==> src/rtl/sdram_burst_write.sv <==
// SDRAM single-burst write engine: ACTIVE, WRITE plus burst data, then PRECHARGE, with tRCD/tWR/tRP timing.
// Optional macro SDRAM_WR_AUTO_PRECHARGE_EN: the WRITE sets A10 and the PRECHARGE slot becomes a NOP.
module sdram_burst_write #(
   parameter int unsigned DATA_W    = 32,
   parameter int unsigned BA_W      = 2,
   parameter int unsigned ROW_W     = 11,
   parameter int unsigned COL_W     = 8,
   parameter int unsigned ADDR_W    = 11,
   parameter int unsigned BURST_LEN = 4,
   parameter int unsigned T_RCD     = 3,
   parameter int unsigned T_WR      = 2,
   parameter int unsigned T_RP      = 3
) (
   input  logic                  sclk,
   input  logic                  srst,
   input  logic                  wr_req,
   output logic                  wr_ack,
   output logic                  wr_done,
   input  logic [BA_W-1:0]       i_wr_ba,
   input  logic [ROW_W-1:0]      i_wr_row,
   input  logic [COL_W-1:0]      i_wr_col,
   output logic                  o_wr_data_req,
   input  logic [DATA_W-1:0]     i_wr_data,
   output logic [ADDR_W-1:0]     o_wr_addr,
   output logic [BA_W-1:0]       o_wr_ba,
   output logic [DATA_W-1:0]     o_wr_data,
   output logic                  o_wr_oe_n,
   output logic [DATA_W/8-1:0]   o_wr_dqm,
   output logic                  o_wr_cs_n,
   output logic                  o_wr_ras_n,
   output logic                  o_wr_cas_n,
   output logic                  o_wr_we_n
);

   localparam int unsigned DQM_W   = DATA_W / 8;
   localparam int unsigned MAX_A   = (T_RCD > T_WR) ? T_RCD : T_WR;
   localparam int unsigned MAX_B   = (T_RP > BURST_LEN) ? T_RP : BURST_LEN;
   localparam int unsigned CNT_MAX = (MAX_A > MAX_B) ? MAX_A : MAX_B;
   localparam int unsigned CNT_W   = $clog2(CNT_MAX + 1);

   localparam logic [3:0] CMD_DESEL = 4'b1111;
   localparam logic [3:0] CMD_NOP   = 4'b0111;
   localparam logic [3:0] CMD_ACT   = 4'b0011;
   localparam logic [3:0] CMD_WR    = 4'b0100;
   localparam logic [3:0] CMD_PRE   = 4'b0010;

`ifdef SDRAM_WR_AUTO_PRECHARGE_EN
   localparam logic AUTO_PRE = 1'b1;
`else
   localparam logic AUTO_PRE = 1'b0;
`endif

   typedef enum logic [2:0] {
      S_IDLE, S_ACT, S_TRCD, S_WR, S_BURST, S_TWR, S_PRE, S_TRP
   } state_t;

   state_t               state_q, state_d;
   logic [CNT_W-1:0]     cnt_q, cnt_d;
   logic [BA_W-1:0]      ba_l_q, ba_l_d;
   logic [ROW_W-1:0]     row_l_q, row_l_d;
   logic [COL_W-1:0]     col_l_q, col_l_d;
   logic [3:0]           cmd_q, cmd_d;
   logic [ADDR_W-1:0]    addr_q, addr_d;
   logic [BA_W-1:0]      ba_q, ba_d;
   logic                 dreq_q, dreq_d;
   logic                 oe_n_q, oe_n_d;
   logic [DQM_W-1:0]     dqm_q, dqm_d;
   logic                 ack_q, ack_d;
   logic                 done_q, done_d;
   logic [COL_W-1:0]     col_aligned;
   logic [ADDR_W-1:0]    col_addr;

   // Next state, counter reload on every state entry, and request latching
   always_comb begin
      state_d = state_q;
      cnt_d   = cnt_q;
      ba_l_d  = ba_l_q;
      row_l_d = row_l_q;
      col_l_d = col_l_q;
      case (state_q)
         S_IDLE: if (wr_req) begin
            ba_l_d  = i_wr_ba;
            row_l_d = i_wr_row;
            col_l_d = i_wr_col;
            state_d = S_ACT;
         end
         S_ACT: begin
            state_d = S_TRCD;
            cnt_d   = CNT_W'(T_RCD - 2);
         end
         S_TRCD: if (cnt_q == '0) state_d = S_WR; else cnt_d = cnt_q - CNT_W'(1);
         S_WR: begin
            if (BURST_LEN > 1) begin
               state_d = S_BURST;
               cnt_d   = CNT_W'(BURST_LEN - 2);
            end else begin
               state_d = S_TWR;
               cnt_d   = CNT_W'(T_WR - 1);
            end
         end
         S_BURST: begin
            if (cnt_q == '0) begin
               state_d = S_TWR;
               cnt_d   = CNT_W'(T_WR - 1);
            end else begin
               cnt_d = cnt_q - CNT_W'(1);
            end
         end
         S_TWR: if (cnt_q == '0) state_d = S_PRE; else cnt_d = cnt_q - CNT_W'(1);
         S_PRE: begin
            state_d = S_TRP;
            cnt_d   = CNT_W'(T_RP - 2);
         end
         S_TRP: if (cnt_q == '0) state_d = S_IDLE; else cnt_d = cnt_q - CNT_W'(1);
         default: state_d = S_IDLE;
      endcase
   end

   // Burst-aligned start column so the burst never wraps within the row
   always_comb begin
      col_aligned  = col_l_d & ~COL_W'(BURST_LEN - 1);
      col_addr     = ADDR_W'(col_aligned);
      col_addr[10] = AUTO_PRE;
   end

   // Pin values decoded from the upcoming state so they register in step with it
   always_comb begin
      cmd_d  = CMD_DESEL;
      addr_d = '0;
      ba_d   = '0;
      dreq_d = 1'b0;
      oe_n_d = 1'b1;
      dqm_d  = '1;
      ack_d  = 1'b0;
      done_d = (state_q == S_TRP) && (state_d == S_IDLE);
      if (state_d != S_IDLE) ba_d = ba_l_d;
      case (state_d)
         S_ACT: begin
            cmd_d  = CMD_ACT;
            addr_d = ADDR_W'(row_l_d);
            ack_d  = 1'b1;
         end
         S_WR: begin
            cmd_d  = CMD_WR;
            addr_d = col_addr;
         end
         S_PRE:   cmd_d = AUTO_PRE ? CMD_NOP : CMD_PRE;
         S_TRCD, S_BURST, S_TWR, S_TRP: cmd_d = CMD_NOP;
         default: cmd_d = CMD_DESEL;
      endcase
      if (state_d == S_WR || state_d == S_BURST) begin
         dreq_d = 1'b1;
         oe_n_d = 1'b0;
         dqm_d  = '0;
      end
   end

   always_ff @(posedge sclk or posedge srst) begin
      if (srst) begin
         state_q <= S_IDLE;
         cnt_q   <= '0;
         ba_l_q  <= '0;
         row_l_q <= '0;
         col_l_q <= '0;
         cmd_q   <= CMD_DESEL;
         addr_q  <= '0;
         ba_q    <= '0;
         dreq_q  <= 1'b0;
         oe_n_q  <= 1'b1;
         dqm_q   <= '1;
         ack_q   <= 1'b0;
         done_q  <= 1'b0;
      end else begin
         state_q <= state_d;
         cnt_q   <= cnt_d;
         ba_l_q  <= ba_l_d;
         row_l_q <= row_l_d;
         col_l_q <= col_l_d;
         cmd_q   <= cmd_d;
         addr_q  <= addr_d;
         ba_q    <= ba_d;
         dreq_q  <= dreq_d;
         oe_n_q  <= oe_n_d;
         dqm_q   <= dqm_d;
         ack_q   <= ack_d;
         done_q  <= done_d;
      end
   end

   // Show-ahead FIFO word goes straight to DQ in the strobe cycle
   assign o_wr_data = dreq_q ? i_wr_data : '0;
   assign {o_wr_cs_n, o_wr_ras_n, o_wr_cas_n, o_wr_we_n} = cmd_q;
   assign o_wr_addr     = addr_q;
   assign o_wr_ba       = ba_q;
   assign o_wr_oe_n     = oe_n_q;
   assign o_wr_dqm      = dqm_q;
   assign o_wr_data_req = dreq_q;
   assign wr_ack        = ack_q;
   assign wr_done       = done_q;

endmodule

==> config.mk <==
export PLATFORM = sky130hd
export DESIGN_NAME = sdram_burst_write
export DESIGN_NICKNAME = d
export VERILOG_FILES = /design/src/rtl/sdram_burst_write.sv
export SDC_FILE = /design/constraint.sdc
export NUM_CORES = 1
export LEC_CHECK = 0
export CAP_MARGIN = 20
export CELL_PAD_IN_SITES_DETAIL_PLACEMENT = 0
export CELL_PAD_IN_SITES_GLOBAL_PLACEMENT = 1
export CORE_UTILIZATION = 23
export CTS_CLUSTER_SIZE = 24
export DETAILED_ROUTE_END_ITERATION = 6
export GPL_TIMING_DRIVEN = 0
export PLACE_DENSITY_LB_ADDON = 0.1
export SLEW_MARGIN = 30
export SYNTH_ARGS = -nofsm -noshare
export SYNTH_HDL_FRONTEND = slang
export SYNTH_SLANG_ARGS = --single-unit
==> constraint.sdc <==
create_clock -name sclk -period 1.65 [get_ports sclk]
set_input_delay 0.33 -clock sclk [delete_from_list [all_inputs] [get_ports sclk]]
set_output_delay 0.33 -clock sclk [all_outputs]
set_load 0.02 [all_outputs]
# Yosys cells after proc, flatten, opt, wreduce, memory -nomap -nowiden
# Cells that the tools add are included.
[word_totals]
regBits = 52
romBits = 0
memories = 0
input_bits = 56
output_inout_bits = 57
latch_bits = 0
mem_bits_rw = 0
[op_classes]
n_eq_ne = 15
bitwise_logic = 0
shifts = 0
div = 0
muxes = 23
n_reduce_logical = 12
order_cmp = 0
add_sub_neg = 1
mul = 0
[ops]
columns = ["operator", "n"]
rows = [
  ["two-way mux 32 bit", 1],
  ["equality test 3 bit (second input constant)", 8],
  ["one-hot mux 3 bit (8 select lines)", 1],
  ["two-way mux 11 bit", 2],
  ["one-hot mux 11 bit (2 select lines)", 1],
  ["two-way mux 3 bit", 7],
  ["two-way mux 8 bit", 2],
  ["one-hot mux 4 bit (4 select lines)", 1],
  ["equality test 3 x 2 -> 1 bit (second input constant)", 4],
  ["one-hot mux 3 bit (4 select lines)", 1],
  ["zero test 3 bit", 3],
  ["equality test 3 x 1 -> 1 bit (second input constant)", 2],
  ["two-way mux 2 bit", 3],
  ["two-way mux 4 bit", 1],
  ["AND reduction 2 bit", 2],
  ["nonzero test 4 bit", 1],
  ["OR reduction 4 bit", 1],
  ["two-way mux 1 bit", 3],
  ["nonzero test 3 bit", 1],
  ["OR reduction 3 bit", 1],
  ["subtractor 3 x 1 -> 3 bit (second input constant)", 1],
  ["!= test 2 bit (second input constant)", 1],
  ["OR reduction 2 bit", 1],
  ["logical AND 1 bit", 1],
  ["logical OR 1 bit", 1],
]

# Logic depth before layout (Yosys ltp)
# Gate-level depths: netlist of the first run.
[logic_depth]
word_depth = 6
depth_mapped = 7
ltp_nobuf = 6

# Least setup slack after synthesis of the first run
# No wires, ideal clock.
[synth_timing]
kind = "register to register"
from = "register state_q[1]"
to = "register ba_q[0] (netlist: o_wr_ba[0])"
setup_time_ns = 0.127
path_stages_with_launch = 7
t_arrival_ns = 1.432
setup_slack_ns = 0.091
period_less_slack_ns = 1.559
required_ns = 1.523
cell_sequence = "dfrtp_1 > buf_6 > nor3_4 > and2_4 > buf_12 > mux2_4 > nor2b_4"
[synth_lines]
columns = ["element", "line_no", "rtl"]
rows = [
  ["start, declared", "57", "state_t state_q, state_d;"],
  ["start signal, assigned", "174", "state_q <= state_d;"],
  ["zero test 3 bit", "80", "case (state_q)"],
  ["two-way mux 2 bit", "80", ""],
  ["via ba_l_d[0]", "59", "logic [BA_W-1:0] ba_l_q, ba_l_d;"],
  ["two-way mux 2 bit", "136", "if (state_d != S_IDLE) ba_d = ba_l_d;"],
  ["via ba_d[0]", "64", "logic [BA_W-1:0] ba_q, ba_d;"],
  ["end signal, assigned", "167", "ba_q <= '0;"],
  ["end signal, assigned", "181", "ba_q <= ba_d;"],
  ["end, declared", "64", ""],
]
# The timed path passes the listed nets, and every way through them passes these cells.
# A chain may end at the register's enable or synchronous reset.

# Final worst setup path of the first run
[layout_timing]
from = "register dreq_q (netlist: o_wr_data_req)"
to = "output o_wr_data[23]"
[layout_between]
elab_chain_cells = 1
[layout_lines]
columns = ["element", "line_no", "rtl"]
rows = [
  ["start, declared", "65", "logic dreq_q, dreq_d;"],
  ["start signal, assigned", "182", "dreq_q <= dreq_d;"],
  ["two-way mux 32 bit", "191", "assign o_wr_data = dreq_q ? i_wr_data : '0;"],
  ["end, declared", "26", "output logic [DATA_W-1:0] o_wr_data,"],
]
# Every way passes these cells.

==> results.toml, run 1 <==
[status]
outcome = "completed"

[timing]
timing.final.crit_share = 0.9673
rsz0062_at_grt = "false"
count_of_endpoints_failing_hold_in_the_final_timing_report = 0
final.min_clock_period_ns = 1.596
whs_ns = 0.4890
slew_violations = 0
slew_headroom = 0.5064
worst_clock_skew_ns = 0.007133
worst_slack_ns = 0.05401
max_slew.worst_pin.slew_ns = 0.7394
clock.fmax_mhz = 626.6
setup_viols_final = 0

[finish]
syn_to_final_growth_pct = 70.54
postLayoutCellArea_sq_um = 2992
utilization = 0.4081
post_route_cells_drive_above_1_share = 0.3069
num-nets-final = 334
nFillCells = 738
most-common-layout-cells = "sky130_fd_sc_hd__clkdlybuf4s50_1 (68), sky130_fd_sc_hd__and2_1 (32), sky130_fd_sc_hd__dfrtp_1 (29)"
final_common_cell = "sky130_fd_sc_hd__clkdlybuf4s50_1"
diode_count = 0

[pwr]
cellInternalPower_mw = 2.479
share_comb_of_total_power = 0.517
switching_share = 0.3848
ir_worst_vdd_v = 0.0006275
power.density_nw_per_um2 = 1347
net-switching-power_mw = 1.550
power_frac_clock = 0.159
cellLeakagePower_nw = 1.380
post-layout-total-power_mw = 4.029
pwr-share-seq = 0.324

[route]
routed_via_density = 4.061
postRouteWirelength_mm = 5.120
vias = 1527
drt_first_iter_violations = 43
drt_drc_violations_left = 0
ant_nets = 0
drt-wirelength-per-cell_um = 13.62
dr.pass1.iters = 4

[floorplan]
die_w_um = 89.33
fp.dieArea_sq_um = 7980
initial_utilization = 0.2393
io_pins = 113
coreArea_sq_um = 7331
row_count = 31
die-height_um = 89.33

[yosys]
syn-instance-count = 156
synthDistinctLibCells = 37
post_synth_net_total = 214
postSynthRegisterBits = 35
synthesis.area_sq_um = 1754
synth_area_per_cell_sq_um = 11.24
synth.yosys.seq_area_share = 0.5029
number_of_warnings_printed_during_yosys_synthesis = 0

[worst_setup_path]
critPathMaxStageDelay_ns = 0.43
worst-setup-path-type = "flip-flop to output port"
rr_worst_depth = 8
critical_path_arrival_ns = 1.27
timing.critical_path.to_type = "output port"
setup.worst_path.start_class = "flip-flop"
crit_path_max_fanout = 10
crit_path_cell_trace = "buf_4, and2_1, clkdlybuf4s15_2"
timing.critical_path.required_ns = 1.32
reg2reg_setup_slack_ns = 0.09
worst_path_max_delay_cell = "sky130_fd_sc_hd__dfrtp_2"

[run]
drv_cap = 0

[clocking]
clock-sinks = 35
worstSkewPairLatency_ns = 0.29
numCtsBuffers = 5
cts.clk_slew.worst_paths_ns = 0.08
tritoncts = "built"
clockRootBuffer = "sky130_fd_sc_hd__clkbuf_8"
cts.path.max_buffers = 2
cts.htree.levels = 2

[global_route]
gr_ovfl_total = 0
grt_pass1_wl_mm = 7.465
globalRouteTotalUtil = 0.1292
grt_antenna_before_repair = 0
grt_start_max_net_pins = 36
first_global_vias = 1319

[placed_design]
gp_congestion = 0.7240
placement.cell_area_sq_um = 2979
dp_slack_ns = -0.2055
dp_hpwl_mm = 3.973
buffer_ports.inserted = 110

[worst_hold_path]
tightest_hold_check_type = "primary input to async pin"
[power groups by stage]
stage | clock network (mW) | registers (mW) | logic (mW)
after floorplan | 0 | 1.41 | 1.23
after global placement | 0 | 1.31 | 2.22
after detailed placement | 0 | 1.32 | 2.20
after CTS | 0.660 | 1.30 | 2.18
after global routing | 0.715 | 1.34 | 2.29
final | 0.642 | 1.30 | 2.08
[cells in the mapped netlist]
| master | n | area [sq um] |
|---|---|---|
| sky130_fd_sc_hd__and2_1 | 32 | 200.2 |
| sky130_fd_sc_hd__xnor2_1 | 1 | 8.760 |
| sky130_fd_sc_hd__dfstp_2 | 5 | 131.4 |
| sky130_fd_sc_hd__dfrtp_1 | 30 | 750.7 |
| sky130_fd_sc_hd__buf_2 | 2 | 10.01 |
| sky130_fd_sc_hd__and2_4 | 1 | 8.760 |
| sky130_fd_sc_hd__nor2_1 | 4 | 15.01 |
| sky130_fd_sc_hd__nand2_1 | 8 | 30.03 |
| sky130_fd_sc_hd__clkbuf_1 | 4 | 15.01 |
| sky130_fd_sc_hd__or2_2 | 1 | 6.260 |
| sky130_fd_sc_hd__a22o_1 | 6 | 52.55 |
| sky130_fd_sc_hd__a211oi_1 | 3 | 22.52 |
| sky130_fd_sc_hd__mux2_2 | 4 | 45.04 |
| sky130_fd_sc_hd__nor3_1 | 2 | 10.01 |
| sky130_fd_sc_hd__nand2b_1 | 3 | 18.77 |
| sky130_fd_sc_hd__a21oi_1 | 6 | 30.03 |
| sky130_fd_sc_hd__ha_1 | 2 | 25.02 |
| sky130_fd_sc_hd__nor3b_1 | 1 | 7.510 |
| sky130_fd_sc_hd__mux2_4 | 4 | 60.06 |
| sky130_fd_sc_hd__a21o_1 | 2 | 15.01 |
| sky130_fd_sc_hd__o311ai_0 | 1 | 8.760 |
| sky130_fd_sc_hd__o21bai_1 | 2 | 15.01 |
| sky130_fd_sc_hd__inv_1 | 7 | 26.28 |
| sky130_fd_sc_hd__o21ai_0 | 2 | 10.01 |
| sky130_fd_sc_hd__nor2b_4 | 2 | 27.53 |
| sky130_fd_sc_hd__nor2b_1 | 1 | 6.260 |
| sky130_fd_sc_hd__nor3_2 | 1 | 10.01 |
| sky130_fd_sc_hd__and3_1 | 5 | 31.28 |
| sky130_fd_sc_hd__a31oi_1 | 1 | 6.260 |
| sky130_fd_sc_hd__buf_8 | 1 | 15.01 |
| sky130_fd_sc_hd__buf_4 | 4 | 30.03 |
| sky130_fd_sc_hd__buf_12 | 2 | 40.04 |
| sky130_fd_sc_hd__o21ai_2 | 1 | 8.760 |
| sky130_fd_sc_hd__mux2i_1 | 2 | 20.02 |
| sky130_fd_sc_hd__o32ai_1 | 1 | 8.760 |
| sky130_fd_sc_hd__buf_6 | 1 | 11.26 |
| sky130_fd_sc_hd__nor3_4 | 1 | 16.27 |
[registers in the layout, indices dropped and copies added, names as in the netlist]
name and flops:
o_wr_addr 11, wr_done 1, cmd_q 4, col_l_q 6
o_wr_dqm 1, o_wr_data_req 1, ba_l_q 2, o_wr_ba 2
wr_ack 1, cnt_q 3, state_q 3
[timing repair]
action / 4_1_cts / 5_1_grt
resized for setup: 114 / 41
hold buffers: 0 / 0
pin swaps: 2 / 1
setup endpoints to repair: 53 / 45
hold endpoints to repair: 0 / 0
buffers inserted: 3 / 0
gates cloned: 0 / 0
[final cells by class]
type | count | area [sq um] | area share
Multi-Input combinational cell | 100 | 745.7 | 0.2493
Timing Repair Buffer | 113 | 985.9 | 0.3296
Buffer | 14 | 135.1 | 0.04517
Clock buffer | 7 | 86.33 | 0.02886
Tap cell | 99 | 123.9 | 0.04141
Clock inverter | 1 | 5.005 | 0.001673
Inverter | 7 | 26.28 | 0.008783
Sequential cell | 35 | 883.3 | 0.2953
[per-layer routing]
metal	global-route usage	wire (um)
met5	0	0
met4	0.03463	49
met3	0.03324	364
met2	0.1985	2267
met1	0.1803	2438
[metrics by stage]
stage / setup TNS [ns] / instances
2_1_floorplan: 0 / 156
3_3_place_gp: -17.69 / 365
3_5_place_dp: -7.265 / 365
4_1_cts: 0 / 376
5_1_grt: 0 / 376
6_report: 0 / 376
[worst paths after layout]
| kind | from | to |
|---|---|---|
| min reg2reg | ba_l_q[1] | ba_l_q[1] |
| min | srst | o_wr_addr[2] |
| max reg2reg | cnt_q[0] | o_wr_addr[7] |
| max in group asynchronous | srst | o_wr_data_req |
| min in group sclk | ba_l_q[1] | ba_l_q[1] |
| max | o_wr_data_req | o_wr_data[23] |
[worst max-delay path, delay by kind of cell, from the launching register on]
kind                   cells  cell delay (ns)
buffers and inverters      2             0.42
flip-flops                 1             0.43
AND/OR/NAND/NOR            1             0.13
[kinds of logic after synthesis]
kind of cell / after synthesis / synth area share
DFF: 35 / 0.5029
xor gates and xnor gates: 1 / 0.004994
adders and majority gates: 2 / 0.01426
and+or+nand+nor: 62 / 0.2211
muxes: 10 / 0.07133
AOI/OAI and AO/OA: 25 / 0.1013
buffers and inverters: 21 / 0.08416
(Power assumes the default switching activity.)
==> run 2: changes to the inputs <==
Settings changed: ABC_AREA set to 0, CELL_PAD_IN_SITES_DETAIL_PLACEMENT 0 to not set, CELL_PAD_IN_SITES_GLOBAL_PLACEMENT 1 to not set, CORE_UTILIZATION 23 to 32, PLACE_DENSITY set to 0.75, PLACE_DENSITY_LB_ADDON 0.1 to not set.
==> run 2 against run 1 <==
  * Maximum frequency down 1.2%
  * Largest cell class unchanged
  * Worst hold slack got worse by 0.010 ns
  * Global-route usage grew 3.9 points
  * Critical path type unchanged
==> results.toml, run 2 (synthesis results as in run 1) <==
[worst_setup_path]
timing.critical_path.to_type = "output port"
worst_path_max_delay_cell = "sky130_fd_sc_hd__dfstp_2"
timing.critical_path.required_ns = 1.32
setup.worst_path.start_class = "flip-flop"
cp_top_family = "flip-flops"
worst-setup-path-type = "flip-flop to output port"
critical_path_arrival_ns = 1.29
critPathMaxStageDelay_ns = 0.56
crit_path_max_fanout = 5
crit_path_cell_trace = "buf_4, dlygate4sd2_1"
path_buf_inv = 2

[placed_design]
gp_congestion = 0.7433
post-place-cells = 336
buffer_ports.inserted = 110
dp_hpwl_mm = 3.437

[pwr]
post-layout-total-power_mw = 4.017
cellLeakagePower_nw = 1.404
power.density_nw_per_um2 = 1354
ir_worst_vdd_v = 0.0008256

[run]
drv_cap = 0

[floorplan]
io_pins = 113
fp.dieArea_sq_um = 5782
row_count = 26
coreArea_sq_um = 5205
initial_utilization = 0.3370
die-height_um = 76.04
die_w_um = 76.04

[route]
postRouteWirelength_mm = 4.615
drt_first_iter_violations = 47
routed_via_density = 4.464
drt_drc_violations_left = 0
vias = 1549
dr.pass1.iters = 4
ant_nets = 0
drt-wirelength-per-cell_um = 13.30

[finish]
diode_count = 0
num-nets-final = 335
most-common-layout-cells = "sky130_fd_sc_hd__clkdlybuf4s50_1 (68), sky130_fd_sc_hd__and2_1 (32), sky130_fd_sc_hd__dfrtp_1 (30)"
post_route_cells_drive_above_1_share = 0.2780
syn_to_final_growth_pct = 69.12
final_cell_count_no_fill = 347
final_common_cell = "sky130_fd_sc_hd__clkdlybuf4s50_1"
largest_reg_flops = 11

[global_route]
first_global_vias = 1536
grt_pass1_wl_mm = 7.486
global_route.usage.met2 = 0.2918
grt_antenna_before_repair = 0
globalRouteTotalUtil = 0.1682
grt_util_met3 = 0.06946
grt_start_max_net_pins = 36
gr_ovfl_total = 0
grt.met1_usage = 0.1886
top_usage_layer = "met2"

[clocking]
cts.path.max_buffers = 2
numCtsBuffers = 5
cts.clk_slew.worst_paths_ns = 0.07
clock-sinks = 35
clockRootBuffer = "sky130_fd_sc_hd__clkbuf_8"
tritoncts = "built"
worstSkewPairLatency_ns = 0.28
cts.htree.levels = 2

[timing]
worst_clock_skew_ns = 0.001776
setup_viols_final = 0
clock.fmax_mhz = 618.9
slew_headroom = 0.5204
count_of_endpoints_failing_hold_in_the_final_timing_report = 0
slew_violations = 0
timing.final.crit_share = 0.9793
setup_total_negative_slack_ns = 0
final.min_clock_period_ns = 1.616
max_slew.worst_pin.slew_ns = 0.7184

[worst_hold_path]
tightest_hold_check_type = "primary input to async pin"

[status]
outcome = "completed"
-- run 2: cell count changes in the layout (fill, tap and decap cells not counted), sizes merged --
cell,change
buf,+6
clkbuf,-6
clkdlybuf4s15,-3
dlygate4sd2,+3
-- run 2: per-layer routing --
layer	vias to the layer above	routed length [um]
li1	753	-
met5	-	0
met4	0	55
met3	6	359
met1	724	1888
met2	66	2311
-- run 2: path summary, 6_finish.rpt --
path	startpoint	to	slack, ns	cells past startpoint
worst max-delay path	o_wr_dqm[2]	o_wr_dqm[2]	0.03	2
worst min-delay path	srst	wr_done	0.48	2
worst max register to register	cnt_q[0]	cmd_q[2]	0.06	7
worst min register to register	col_l_q[4]	o_wr_addr[4]	0.49	1
max in group asynchronous	srst	o_wr_data_req	0.71	2
min in group sclk	col_l_q[4]	o_wr_addr[4]	0.49	1
-- run 2: cell type report --
cell class | count | area, sq um
Clock buffer | 6 | 82.58
Clock inverter | 1 | 5.005
Sequential cell | 35 | 882.1
Multi-Input combinational cell | 100 | 740.7
Fill cell | 482 | 2238
Inverter | 7 | 26.28
Tap cell | 70 | 87.58
Buffer | 13 | 133.9
Timing Repair Buffer | 115 | 1008
-- run 2: metrics by stage --
step	area (sq um)	hold slack (ns)	worst slack, ns	utilization
floorplan	1754	0.4620	0.09115	-
global placement	2943	0.4693	-0.2047	0.5654
detailed placement	2943	0.4782	-0.2182	0.5654
CTS	2934	0.4942	0.006056	0.5637
global route	2967	0.5271	-0.01949	0.5700
finish	2967	0.4789	0.03416	0.5700
-- run 2: power breakdown --
group          total [mW]  internal (mW)  switching, mW
sequential           1.30           1.14          0.160
combinational        2.09           1.02           1.08
clock               0.618          0.327          0.291
-- run 2: repair_timing --
action,4_1_cts,5_1_grt
endpoints found under the hold margin,0,0
gates cloned,0,0
buffers inserted,5,0
endpoints found under the setup margin,54,35
gates resized for setup,141,17
pin swaps,2,1
hold buffers,0,0
==> run 3: changes to the inputs <==
Settings changed: CTS_CLUSTER_DIAMETER set to 100.
==> results of run 3 <==
Final layout, timing and power as in run 2 (identical DEF).
